File: src/rtl/voice_mixer_if.sv
// Bus bundle between a voice_mixer and whatever drives its voices and consumes its samples.
// Every strobe on this bus is a one-cycle pulse with no back-pressure; there is no ready/valid pairing.
interface voice_mixer_if #(
  parameter int NUM_VOICES   = 3,
  parameter int SAMPLE_WIDTH = 16
);
  logic                               generate_next_sample;
  logic [NUM_VOICES*SAMPLE_WIDTH-1:0] voice_samples;
  logic [NUM_VOICES-1:0]              voice_ready;
  logic [NUM_VOICES-1:0]              voice_mask;
  logic [1:0]                         gain_shift;
  logic                               mute;
  logic [SAMPLE_WIDTH-1:0]            sample_out;
  logic                               sample_valid;
  logic [NUM_VOICES-1:0]              missed_voices;
  logic                               overrun;
  logic                               busy;

  modport master (
    output generate_next_sample, voice_samples, voice_ready, voice_mask, gain_shift, mute,
    input  sample_out, sample_valid, missed_voices, overrun, busy
  );

  modport slave (
    input  generate_next_sample, voice_samples, voice_ready, voice_mask, gain_shift, mute,
    output sample_out, sample_valid, missed_voices, overrun, busy
  );
endinterface

File: src/rtl/voice_mixer.sv
// Collects one sample per masked voice, sums them serially, applies gain and saturation,
// and emits one mixed sample per generate_next_sample request.
module voice_mixer #(
  parameter int NUM_VOICES   = 3,
  parameter int SAMPLE_WIDTH = 16,
  parameter int TIMEOUT      = 64
) (
  input  logic               clk,
  input  logic               reset,
  voice_mixer_if.slave       bus,
  output logic [1:0]         state_dbg
);
  localparam int AW = SAMPLE_WIDTH + $clog2(NUM_VOICES);
  localparam int IW = (NUM_VOICES > 1) ? $clog2(NUM_VOICES) : 1;
  localparam int TW = $clog2(TIMEOUT + 1);
  localparam logic signed [AW-1:0] SAT_MAX = {{(AW-SAMPLE_WIDTH+1){1'b0}}, {(SAMPLE_WIDTH-1){1'b1}}};
  localparam logic signed [AW-1:0] SAT_MIN = {{(AW-SAMPLE_WIDTH+1){1'b1}}, {(SAMPLE_WIDTH-1){1'b0}}};

  typedef enum logic [1:0] {
    S_IDLE    = 2'd0,
    S_COLLECT = 2'd1,
    S_ACCUM   = 2'd2,
    S_OUTPUT  = 2'd3
  } state_t;

  state_t                  state_q, state_d;
  logic [NUM_VOICES-1:0]   mask_q, mask_d;
  logic [NUM_VOICES-1:0]   cap_q, cap_d;
  logic [NUM_VOICES-1:0]   missed_q, missed_d;
  logic [SAMPLE_WIDTH-1:0] samp_q [NUM_VOICES];
  logic [SAMPLE_WIDTH-1:0] samp_d [NUM_VOICES];
  logic [TW-1:0]           timer_q, timer_d;
  logic [IW-1:0]           idx_q, idx_d;
  logic signed [AW-1:0]    acc_q, acc_d;
  logic [SAMPLE_WIDTH-1:0] out_q, out_d;
  logic                    valid_q, valid_d;
  logic                    overrun_q, overrun_d;
  logic                    busy_q, busy_d;

  logic signed [AW-1:0]    addend;
  logic signed [AW-1:0]    shifted;
  logic [SAMPLE_WIDTH-1:0] saturated;

  // Voices that timed out were never captured, so gating by the capture flag makes them add zero.
  always_comb begin
    addend = '0;
    if (cap_q[idx_q]) addend = AW'($signed(samp_q[idx_q]));
  end

  always_comb begin
    shifted = acc_q >>> bus.gain_shift;
    if (shifted > SAT_MAX)      saturated = SAT_MAX[SAMPLE_WIDTH-1:0];
    else if (shifted < SAT_MIN) saturated = SAT_MIN[SAMPLE_WIDTH-1:0];
    else                        saturated = shifted[SAMPLE_WIDTH-1:0];
  end

  always_comb begin
    state_d   = state_q;
    mask_d    = mask_q;
    cap_d     = cap_q;
    missed_d  = missed_q;
    timer_d   = timer_q;
    idx_d     = idx_q;
    acc_d     = acc_q;
    out_d     = out_q;
    valid_d   = 1'b0;
    overrun_d = bus.generate_next_sample && (state_q != S_IDLE);
    for (int i = 0; i < NUM_VOICES; i++) samp_d[i] = samp_q[i];

    case (state_q)
      S_IDLE: begin
        if (bus.generate_next_sample) begin
          state_d = S_COLLECT;
          mask_d  = bus.voice_mask;
          cap_d   = '0;
          timer_d = '0;
          idx_d   = '0;
          acc_d   = '0;
        end
      end
      S_COLLECT: begin
        for (int i = 0; i < NUM_VOICES; i++) begin
          if (mask_q[i] && !cap_q[i] && bus.voice_ready[i]) begin
            cap_d[i]  = 1'b1;
            samp_d[i] = bus.voice_samples[i*SAMPLE_WIDTH +: SAMPLE_WIDTH];
          end
        end
        timer_d = timer_q + TW'(1);
        // cap_d already includes this cycle's captures, so a final ready pulse exits immediately.
        if (((cap_d & mask_q) == mask_q) || (timer_q == TW'(TIMEOUT - 1))) begin
          state_d  = S_ACCUM;
          missed_d = mask_q & ~cap_d;
          idx_d    = '0;
        end
      end
      S_ACCUM: begin
        acc_d = acc_q + addend;
        idx_d = idx_q + IW'(1);
        if (idx_q == IW'(NUM_VOICES - 1)) state_d = S_OUTPUT;
      end
      S_OUTPUT: begin
        state_d = S_IDLE;
        valid_d = 1'b1;
        out_d   = bus.mute ? '0 : saturated;
      end
      default: state_d = S_IDLE;
    endcase

    busy_d = (state_d != S_IDLE);
  end

  always_ff @(posedge clk) begin
    if (!reset) begin
      state_q   <= S_IDLE;
      mask_q    <= '0;
      cap_q     <= '0;
      missed_q  <= '0;
      timer_q   <= '0;
      idx_q     <= '0;
      acc_q     <= '0;
      out_q     <= '0;
      valid_q   <= 1'b0;
      overrun_q <= 1'b0;
      busy_q    <= 1'b0;
      for (int i = 0; i < NUM_VOICES; i++) samp_q[i] <= '0;
    end else begin
      state_q   <= state_d;
      mask_q    <= mask_d;
      cap_q     <= cap_d;
      missed_q  <= missed_d;
      timer_q   <= timer_d;
      idx_q     <= idx_d;
      acc_q     <= acc_d;
      out_q     <= out_d;
      valid_q   <= valid_d;
      overrun_q <= overrun_d;
      busy_q    <= busy_d;
      for (int i = 0; i < NUM_VOICES; i++) samp_q[i] <= samp_d[i];
    end
  end

  assign bus.sample_out    = out_q;
  assign bus.sample_valid  = valid_q;
  assign bus.missed_voices = missed_q;
  assign bus.overrun       = overrun_q;
  assign bus.busy          = busy_q;
  assign state_dbg         = state_q;
endmodule

File: src/flat_wrapper.sv
// flat-port wrapper written by rule: the top's interface ports become plain ports
module voice_mixer_flat 
#(
  parameter int NUM_VOICES   = 3,
  parameter int SAMPLE_WIDTH = 16,
  parameter int TIMEOUT      = 64
)
  (clk, reset, state_dbg, bus_generate_next_sample, bus_voice_samples, bus_voice_ready, bus_voice_mask, bus_gain_shift, bus_mute, bus_sample_out, bus_sample_valid, bus_missed_voices, bus_overrun, bus_busy);
  voice_mixer_if #(.NUM_VOICES(NUM_VOICES), .SAMPLE_WIDTH(SAMPLE_WIDTH)) bus_i ();
  input  logic clk;
  input  logic reset;
  output logic [1:0] state_dbg;
  input wire logic [$bits(bus_i.generate_next_sample)-1:0] bus_generate_next_sample;
  input wire logic [$bits(bus_i.voice_samples)-1:0] bus_voice_samples;
  input wire logic [$bits(bus_i.voice_ready)-1:0] bus_voice_ready;
  input wire logic [$bits(bus_i.voice_mask)-1:0] bus_voice_mask;
  input wire logic [$bits(bus_i.gain_shift)-1:0] bus_gain_shift;
  input wire logic [$bits(bus_i.mute)-1:0] bus_mute;
  output wire logic [$bits(bus_i.sample_out)-1:0] bus_sample_out;
  output wire logic [$bits(bus_i.sample_valid)-1:0] bus_sample_valid;
  output wire logic [$bits(bus_i.missed_voices)-1:0] bus_missed_voices;
  output wire logic [$bits(bus_i.overrun)-1:0] bus_overrun;
  output wire logic [$bits(bus_i.busy)-1:0] bus_busy;
  assign bus_i.generate_next_sample = bus_generate_next_sample;
  assign bus_i.voice_samples = bus_voice_samples;
  assign bus_i.voice_ready = bus_voice_ready;
  assign bus_i.voice_mask = bus_voice_mask;
  assign bus_i.gain_shift = bus_gain_shift;
  assign bus_i.mute = bus_mute;
  assign bus_sample_out = bus_i.sample_out;
  assign bus_sample_valid = bus_i.sample_valid;
  assign bus_missed_voices = bus_i.missed_voices;
  assign bus_overrun = bus_i.overrun;
  assign bus_busy = bus_i.busy;
  voice_mixer #(.NUM_VOICES(NUM_VOICES), .SAMPLE_WIDTH(SAMPLE_WIDTH), .TIMEOUT(TIMEOUT)) u_core (.clk(clk), .reset(reset), .bus(bus_i), .state_dbg(state_dbg));
endmodule
File: config.mk
export PLATFORM = sky130hd
export DESIGN_NAME = voice_mixer_flat
export DESIGN_NICKNAME = d
export VERILOG_FILES = /design/src/rtl/voice_mixer_if.sv /design/src/rtl/voice_mixer.sv /design/src/flat_wrapper.sv
export SDC_FILE = /design/constraint.sdc
export NUM_CORES = 1
export LEC_CHECK = 0
export CORE_AREA = 2 2 106 108
export CTS_CLUSTER_DIAMETER = 50
export DETAILED_ROUTE_END_ITERATION = 12
export DIE_AREA = 0 0 108 110
export PLACE_DENSITY = 0.8
export SLEW_MARGIN = 20
export SYNTH_ARGS = -nofsm -noshare
export SYNTH_HDL_FRONTEND = slang
export SYNTH_SLANG_ARGS = --single-unit
File: constraint.sdc
create_clock -name clk -period 8.35 [get_ports clk]
set_clock_uncertainty 0.05 [all_clocks]
set_input_delay 1.2525 -clock clk [delete_from_list [all_inputs] [get_ports clk]]
set_output_delay 1.2525 -clock clk [all_outputs]
set_load 0.05 [all_outputs]
== Word-level counts from Yosys, hierarchy flattened ==
Memory sizes are Yosys's and may differ from the RTL's. A register that Yosys moved wholly into a read port is not among the register bits.
Cells that the tools add are included.
Storage, ports and cells
  memories kept: 1
  ROM bits: 0
  input port bits: 60
  output and inout port bits: 24
  bits in registers: 57
  RAM bits: 48
  bits in latches: 0
Cells by class
  bitwise gates (word level): 6
  mux-type cells: 37
  reduce and logical (&&, ||, !) cells: 25
  multipliers: 0
  div/mod/pow operators: 0
  magnitude comparators: 3
  shifts and indexed selects: 1
  eq/ne operators: 14
  add/subtract/negate cells: 3
Memory list
  u_core.samp_q: depth 3, width 16, read ports 1, clocked after Yosys merged registers in 1, write ports 3, RTL line voice_mixer.sv:30  | logic [SAMPLE_WIDTH-1:0] samp_q [NUM_VOICES];
Operators by type and width (count)
  16-bit two-way mux: 9
  48-bit two-way mux: 1
  18-bit two-way mux: 2
  18-bit one-hot mux with 2 select lines: 1
  18-bit adder: 1
  18-bit by 16-bit greater-than comparator with 1-bit output, second input constant: 1
  18-bit by 16-bit < comparator with 1-bit output, second input constant: 1
  18-bit by 2-bit >>> shifter with 18-bit output: 1
  2-bit two-way mux: 7
  7-bit one-hot mux with 2 select lines: 1
  3-bit AND reduction: 4
  1-bit two-way mux: 10
  2-bit inequality test, second input constant: 4
  2-bit one-hot mux with 4 select lines: 1
  2-bit AND reduction: 4
  2-bit nonzero test: 4
  7-bit by 1-bit adder with 7-bit output, second input constant: 1
  7-bit by 6-bit == test with 1-bit output, second input constant: 1
  1-bit logical AND: 7
  7-bit two-way mux: 1
  3-bit bitwise AND: 2
  2-bit == test, second input constant: 3
  2-bit one-hot mux with 3 select lines: 1
  3-bit one-hot mux with 2 select lines: 1
  14 further kinds: 20

== Longest topological paths before layout ==
Gate-level depths: netlist (run 1).
  word-level depth: 12
  mapped depth: 15
  depth with buffers taken out: 13

== Worst setup path before layout (run 1) ==
Ideal clock, no wire load.
  path type: flip-flop to flip-flop
  start: reg (tool-made name)
  end: reg u_core.acc_q[16]
  buffers on the path: 2
  data required time: 8.173 ns
  path slack: 4.920 ns
  arrival: 3.253 ns
  stages on the path, launching flop included: 16
  cells stage by stage: dfxtp_1 -> clkbuf_1 -> clkbuf_1 -> mux2i_1 -> nor2_1 -> a21oi_1 -> nor2_1 -> ha_1 -> inv_1 -> fa_1 -> or2b_2 -> a21oi_1 -> o21a_1 -> a2111o_1 -> a21oi_1 -> or3b_1
RTL lines
  to (signal assigned): RTL line voice_mixer.sv:120  | acc_q <= '0;
  to (signal assigned): RTL line voice_mixer.sv:133  | acc_q <= acc_d;
  to (decl): RTL line voice_mixer.sv:34  | logic signed [AW-1:0] acc_q, acc_d;

==> key figures, run 1 <==
Synthesis
  • Post-synthesis simple-gate area fraction: 20.6%
  • Ys async rst share: 0%
  • Largest family of logic cells by synthesized area: simple AND/OR/NAND/NOR gates
  • Post-Syn Nets: 681
  • Post-synth cell types: 55
  • Synth Cell Area: between 5000 and 6000 um2
  • Sequential fraction of the synthesis area: 45.2%
  • Top cells by area, synth: edfxtp_1 (25%), dfxtp_1 (20%), and2_1 (5.7%)
  • Post-Synth Adder-Cell Area: 4.44%
  • Synthesized flop and latch total: about 110
  • Area leader, netlist: edfxtp_1
  • Post-synthesis mux area share: 7.22%
  • Ys Warns: 0
  • Synth Area in XOR/XNOR: 1.51%
  • Syn avg cell area: a little under 10 um2
  • Compound-cell area share of the yosys netlist: 18.0%
  • EDFF count, synth: between 40 and 50
  • Synth top area share: 24.8%
  • Top_reg_cell synth: dfxtp_1
  • Post-synthesis cell count: 601

Global route
  • First-pass GRT wire length: between 15000 and 20000 um
  • Largest net degree at the start of global routing: 59
  • Vias in the first global route: 4297
  • Gr usage total: 20.8%
  • Initial antenna violation count: 0
  • Total congestion overflow: 0

Timing
  • TNS Setup: 0 ns
  • Worst hold slack: 0.449 ns
  • Worst slew margin relative to its limit: 37.9%
  • Final setup viols: 0
  • Clock period minus worst slack: approximately 3.6 ns
  • Unrepaired setup endpoints after global routing: no
  • Worst-Margin Slew: 0.932 ns
  • Fin crit share: 43.0%
  • Post-route setup slack: 4.76 ns
  • Slew Limit Fails: 0
  • Peak Freq: 278 MHz
  • Final hold vios: 0

CTS
  • CTS tree: yes
  • Clk buf depth: 2
  • Worst-path clk slew: around 0.1 ns
  • Clk root buf: clkbuf_8
  • Number of gates resized after cts: 0
  • Hold_buf cts: 0
  • CTS Sinks: 107
  • H-Tree Level Count: 3
  • Clock latency on the worst-skew pair: 0.36 ns
  • Num CTS Buffers: 9
  • Setup bufs post-CTS: 0

Detailed routing
  • DRC viols: 0
  • Vias: 4560
  • Vias per cell: 5.64
  • Post-route ant nets: 0
  • Drt wl/cell: 14.9 um
  • DRT Pass-1 Iters: 5
  • Initial DRC Count: 290
  • Routed wire length: roughly 12000 um

Cells and area
  • Area Growth Syn to Fin: 19.1%
  • Layout cell share with drive strength beyond 1: between 7 and 8%
  • Cell area after layout: a little under 7000 um2
  • FF/Latch Area: 2620 um2
  • # fillers: 869
  • Area occupied by multi-input gates: 3030 um2
  • Final Net Count: 744
  • Final non-filler cell total: about 810
  • Antenna Cells: 0

Run
  • # Max-Cap Violations: 0

Worst setup path
  • WP data required: around 8.6 ns
  • Crit end category: flip-flop
  • Peak fanout along the critical path: 16
  • Critical path startpoint category: flip-flop
  • FF-to-FF setup slack: about 4.8 ns
  • Crit path kind: flip-flop to flip-flop
  • WP data arrival: approximately 3.8 ns

Placement
  • Placed Instances: 793
  • Final GP Congestion: 0.858
  • Count of input and output buffers: 83
  • DP HPWL: 9110 um
  • Post-DP Area: 6720 um2
  • Pre-CTS setup slack: 4.31 ns

Floorplan
  • Die width: 108 um
  • Die Ht: 110 um
  • Starting density of the core: 54.3%
  • Io pins: 84
  • Rows: 38
  • Core ar.: between 10000 and 15000 um2
  • Full die area: 11900 um2

Outcome
  • Outcome: completed

Pwr
  • Maximum vdd drop: 0.0996 mV
  • PwrDens: around 140 nW/um2
  • Leak: between 2 and 3 nW

Worst hold path
  • Hold crit path type: flip-flop to flip-flop
==> logic make-up after synthesis <==
group | count (synthesis)
AND/OR/NAND/NOR | 225
AO/OA/AOI/OAI | 155
flip-flops | 107
buffers and inverters | 44
multiplexers | 40
adder cells (fa/ha/maj) | 20
XOR/XNOR | 10
==> routing by layer <==
metal / GRT usage [%] / wire length [um] / vias to the layer above
met2: 35.7 / 5750 / 143
met5: 0 / 0 / -
met3: 2.94 / 662 / 14
met1: 27.8 / 5550 / 2099
li1: - / - / 2304
met4: 5.49 / 137 / 0
==> flip-flops by register name, summed over array words and instances, names as in the netlist, named ones only <==
register / cells
u_core.cap_q: 3
u_core.bus.sample_out: 16
u_core.timer_q: 7
u_core.bus.busy: 1
u_core.bus.missed_voices: 3
u_core.idx_q: 2
u_core.bus.sample_valid: 1
u_core.state_dbg: 2
u_core.mask_q: 3
u_core.bus.overrun: 1
u_core.samp_q: 48
u_core.acc_q: 18
==> where the power goes <==
| group | total (mW) | switching [mW] | leakage [nW] | internal, mW |
|---|---|---|---|---|
| combinational | 0.100 | 0.0494 | 1.54 | 0.0507 |
| clock | 0.304 | 0.183 | 0.0960 | 0.122 |
| sequential | 0.572 | 0.0113 | 0.973 | 0.561 |
==> synthesized netlist by cell type, types with 7 or more instances <==
| cell type | number |
|---|---|
| a21boi_0 | 8 |
| a21oi_1 | 39 |
| a221o_1 | 13 |
| a22oi_1 | 20 |
| and2_1 | 53 |
| clkbuf_1 | 32 |
| dfxtp_1 | 59 |
| edfxtp_1 | 48 |
| ha_1 | 19 |
| inv_1 | 7 |
| mux2_2 | 15 |
| mux2i_1 | 25 |
| nand2_1 | 31 |
| nand2b_1 | 8 |
| nand3_1 | 8 |
| nor2_1 | 55 |
| nor2b_1 | 37 |
| o211ai_1 | 9 |
| o21a_1 | 7 |
| o21ai_0 | 26 |
==> final timing paths <==
path                                                 end  cells past startpoint                                   start
hold / removal    u_core.bus.sample_out[13]$_SDFFE_PN0P_                      2  u_core.bus.sample_out[13]$_SDFFE_PN0P_
setup / recovery           u_core.acc_q[16]$_SDFFE_PN0P_                     11                               flip-flop
hold reg to reg   u_core.bus.sample_out[13]$_SDFFE_PN0P_                      2  u_core.bus.sample_out[13]$_SDFFE_PN0P_
setup reg to reg           u_core.acc_q[16]$_SDFFE_PN0P_                     11                               flip-flop
==> cells in the final DEF, fill, tap and decap left out, types with 6 or more instances in the layout <==
cell,count
a21boi_0,8
a21oi_1,39
a221o_1,13
a22oi_1,20
and2_1,53
buf_4,6
clkbuf_8,10
clkdlybuf4s50_1,83
dfxtp_1,59
edfxtp_1,48
ha_1,19
inv_1,7
mux2_2,15
mux2i_1,25
nand2_1,31
nand2b_1,8
nand3_1,8
nor2_1,55
nor2b_1,37
o211ai_1,9
o21a_1,7
o21ai_0,26
==> metrics by stage <==
step | total power, mW | util [%]
6_report | 0.976 | 64.6
5_1_grt | 1.01 | 64.6
4_1_cts | 0.981 | 64.6
3_5_place_dp | 0.684 | 62.8
3_3_place_gp | 0.680 | 62.8
2_1_floorplan | 0.638 | -
==> cell type report <==
type	instances	area share (%)
Multi-Input combinational cell	450	43.8
Sequential cell	107	37.9
Timing Repair Buffer	89	12.7
Tap cell	140	2.53
Clock buffer	11	2.04
Clock inverter	5	0.669
Inverter	7	0.380
==> critical path, stage by stage, from the launching register on <==
cell and delay, ns:
dfxtp_1 0.91, mux2i_1 0.27, nor2_1 0.06, a21oi_1 0.15
nor2_1 0.06, ha_1 0.37, a21o_1 0.21, or3_1 0.30
o21a_1 0.23, a2111o_1 0.45, nand3_1 0.08, or3b_1 0.34
No activity file was read; power rests on OpenSTA's default activity.
==> run 2: changes to the inputs <==
--- a/config.mk
+++ b/config.mk
@@ -5,11 +5,11 @@
 export SDC_FILE = /design/constraint.sdc
 export NUM_CORES = 1
 export LEC_CHECK = 0
-export CORE_AREA = 2 2 106 108
+export CORE_AREA = 2 2 111 113
 export CTS_CLUSTER_DIAMETER = 50
 export DETAILED_ROUTE_END_ITERATION = 12
-export DIE_AREA = 0 0 108 110
-export PLACE_DENSITY = 0.8
+export DIE_AREA = 0 0 113 115
+export PLACE_DENSITY = 0.76
 export SLEW_MARGIN = 20
 export SYNTH_ARGS = -nofsm -noshare
 export SYNTH_HDL_FRONTEND = slang
==> constraint.sdc (replaced) <==
create_clock -name clk -period 3.3 [get_ports clk]
set_clock_uncertainty 0.05 [all_clocks]
set_input_delay 0.495 -clock clk [delete_from_list [all_inputs] [get_ports clk]]
set_output_delay 0.495 -clock clk [all_outputs]
set_load 0.05 [all_outputs]
==> key figures, run 2 (synthesis results as in run 1) <==
Cells and area
  • Layout cell share with drive strength beyond 1: 9.31% (+2.3 points)
  • Cell area after layout: 7100 um2 (+2.7%)
  • Area Growth Syn to Fin: 22.4%
  • Final non-filler cell total: 824 (+1.9%)
  • Max FFs per register: 48 (unchanged)
  • Antenna Cells: 0 (unchanged)
  • Largest Register: u_core.samp_q
  • Most frequent cells in the layout: clkdlybuf4s50_1 (83), nor2_1 (55), dfxtp_1 (55)
  • Final Net Count: 752 (+1.1%)
  • Most common cell after layout, fill and taps aside: clkdlybuf4s50_1

Timing
  • Fin crit share: 93.7% (+51 points)
  • Peak Freq: 324 MHz (+16%)
  • Worst-Margin Slew: 0.894 ns (-0.0381 ns)
  • Clock period minus worst slack: 3.09 ns (-0.503 ns)
  • Unrepaired setup endpoints after global routing: no
  • Worst slew margin relative to its limit: 40.4% (+2.5 points)
  • Worst hold slack: 0.429 ns (-0.0202 ns)
  • TNS Setup: 0 ns (unchanged)
  • Final hold vios: 0 (unchanged)
  • Post-route setup slack: 0.209 ns (-4.55 ns)
  • Final setup viols: 0 (unchanged)
  • Slew Limit Fails: 0 (unchanged)

Pwr
  • Maximum vdd drop: 0.224 mV (+120%)
  • PwrDens: 388 nW/um2 (+170%)
  • Leak: 2.71 nW (+3.7%)

Placement
  • DP HPWL: 9310 um (+2.2%)
  • Final GP Congestion: 0.866 (+0.99%)
  • Pre-CTS setup slack: 0.113 ns (-4.20 ns)
  • Count of input and output buffers: 83 (unchanged)
  • Placed Instances: 808 (+1.9%)
  • Post-DP Area: 6790 um2 (+1.0%)

Detailed routing
  • DRT Pass-1 Iters: 11 (+6)
  • Drt wl/cell: 14.7 um (-1.4%)
  • Routed wire length: 12100 um (+0.39%)
  • Vias: 4642 (+1.8%)
  • Initial DRC Count: 332 (+14%)
  • Vias per cell: 5.63 (about the same)
  • DRC viols: 4 (+4)
  • Post-route ant nets: 0 (unchanged)

Global route
  • Total congestion overflow: 0 (unchanged)
  • Vias in the first global route: 4506 (+4.9%)
  • Initial antenna violation count: 0 (unchanged)
  • Largest net degree at the start of global routing: 49 (-17%)
  • Gr usage total: 19.3% (-1.5 points)
  • First-pass GRT wire length: 20700 um (+4.0%)

CTS
  • Clk root buf: clkbuf_16
  • CTS Sinks: 107 (unchanged)
  • H-Tree Level Count: 3 (unchanged)
  • Setup bufs post-CTS: 0 (unchanged)
  • CTS tree: yes
  • Worst-path clk slew: 0.08 ns (-0.02 ns)
  • Clk buf depth: 2 (unchanged)
  • Clock latency on the worst-skew pair: 0.35 ns (about the same)
  • Num CTS Buffers: 9 (unchanged)

Worst setup path
  • WP data arrival: 3.28 ns (-0.51 ns)
  • Crit end category: flip-flop
  • Critical path startpoint category: flip-flop
  • Reg2reg start: u_core.idx_q[1]$_SDFFE_PN0N_
  • FF-to-FF setup slack: 0.21 ns (-4.55 ns)
  • Worst reg2reg path depth: 10 (-1)
  • Crit path kind: flip-flop to flip-flop
  • WP data required: 3.49 ns (-5.06 ns)
  • Worst flop-to-flop path endpoint: u_core.acc_q[16]$_SDFFE_PN0P_
  • Peak fanout along the critical path: 7 (-9)

Worst hold path
  • Endpoint, Worst Hold: u_core.bus.sample_out[13]$_SDFFE_PN0P_
  • Hold crit path type: flip-flop to flip-flop
  • WHS Path Cells: 2 (unchanged)
  • HP Start: u_core.bus.sample_out[13]$_SDFFE_PN0P_

Outcome
  • Outcome: finished, violations left
  • Failing checks: DRC

Floorplan
  • Die width: 113 um (+4.6%)
  • Die Ht: 115 um (+4.5%)
  • Io pins: 84 (unchanged)
  • Starting density of the core: 49.2% (-5.1 points)
  • Core ar.: 11800 um2 (+10%)
  • Full die area: 13000 um2 (+9.4%)
  • Rows: 40 (+5.3%)

Run
  • # Max-Cap Violations: 0 (unchanged)
run 2: cell types whose count changed in the layout (fill, tap and decap cells not counted), sizes merged:
| cell | delta |
|---|---|
| buf | +8 |
| clkbuf | -2 |
| inv | +3 |
| clkinv | -1 |
run 2: where the power goes:
part | switching [mW] | leakage, nW | internal (mW) | total, mW
clock | 0.515 | 0.145 | 0.534 | 1.05
sequential | 0.0237 | 0.975 | 1.42 | 1.44
combinational | 0.132 | 1.59 | 0.133 | 0.265
total | 0.671 | 2.71 | 2.09 | 2.76
run 2: critical path: stages, from the launching register on:
cell and delay, ns:
dfxtp_1 0.40, mux2i_1 0.22, o22a_1 0.25, nor2_1 0.08, ha_1 0.36, a21o_1 0.23
or3_1 0.32, o21a_2 0.24, a2111o_1 0.43, nand3_1 0.07, or3b_1 0.33
run 2: worst max-delay path by stage:
stage,slack (ns),end,from
detailed placement,0.11,u_core.acc_q[17]$_SDFFE_PN0P_,flip-flop
CTS,0.08,u_core.acc_q[17]$_SDFFE_PN0P_,flip-flop
global route,0.01,u_core.acc_q[17]$_SDFFE_PN0P_,flip-flop
floorplan,0.06,u_core.acc_q[16]$_SDFFE_PN0P_,flip-flop
global placement,0.23,u_core.acc_q[17]$_SDFFE_PN0P_,flip-flop
finish,0.21,u_core.acc_q[16]$_SDFFE_PN0P_,u_core.idx_q[1]$_SDFFE_PN0N_
run 2: metrics by stage:
stage / utilization [%] / power, mW
2_1_floorplan: - / 1.61
3_3_place_gp: 57.5 / 1.73
3_5_place_dp: 57.5 / 1.74
4_1_cts: 60.0 / 2.78
5_1_grt: 60.1 / 2.86
6_report: 60.1 / 2.76
run 2: area by class of cell:
cell class	instances	area, um2
timing repair buffer	97	936
multi-input combinational	450	3040
tap	147	184
inverter	7	26.3
sequential	107	2630
clock inverter	7	66.3
clock buffer	9	225
fill	1017	4710
run 2: layer usage:
metal	GRT usage (%)	wire, um	up-vias
met3	3.00	768	25
li1	-	-	2323
met1	25.1	5520	2120
met2	32.7	5580	174
met4	7.72	278	0
met5	0	0	-
run 2: timing repair:
action                                  CTS  global route
resized for setup                         0             7
endpoints found under the setup margin    0             2
hold endpoints to repair                  0             0
hold buffers                              0             0
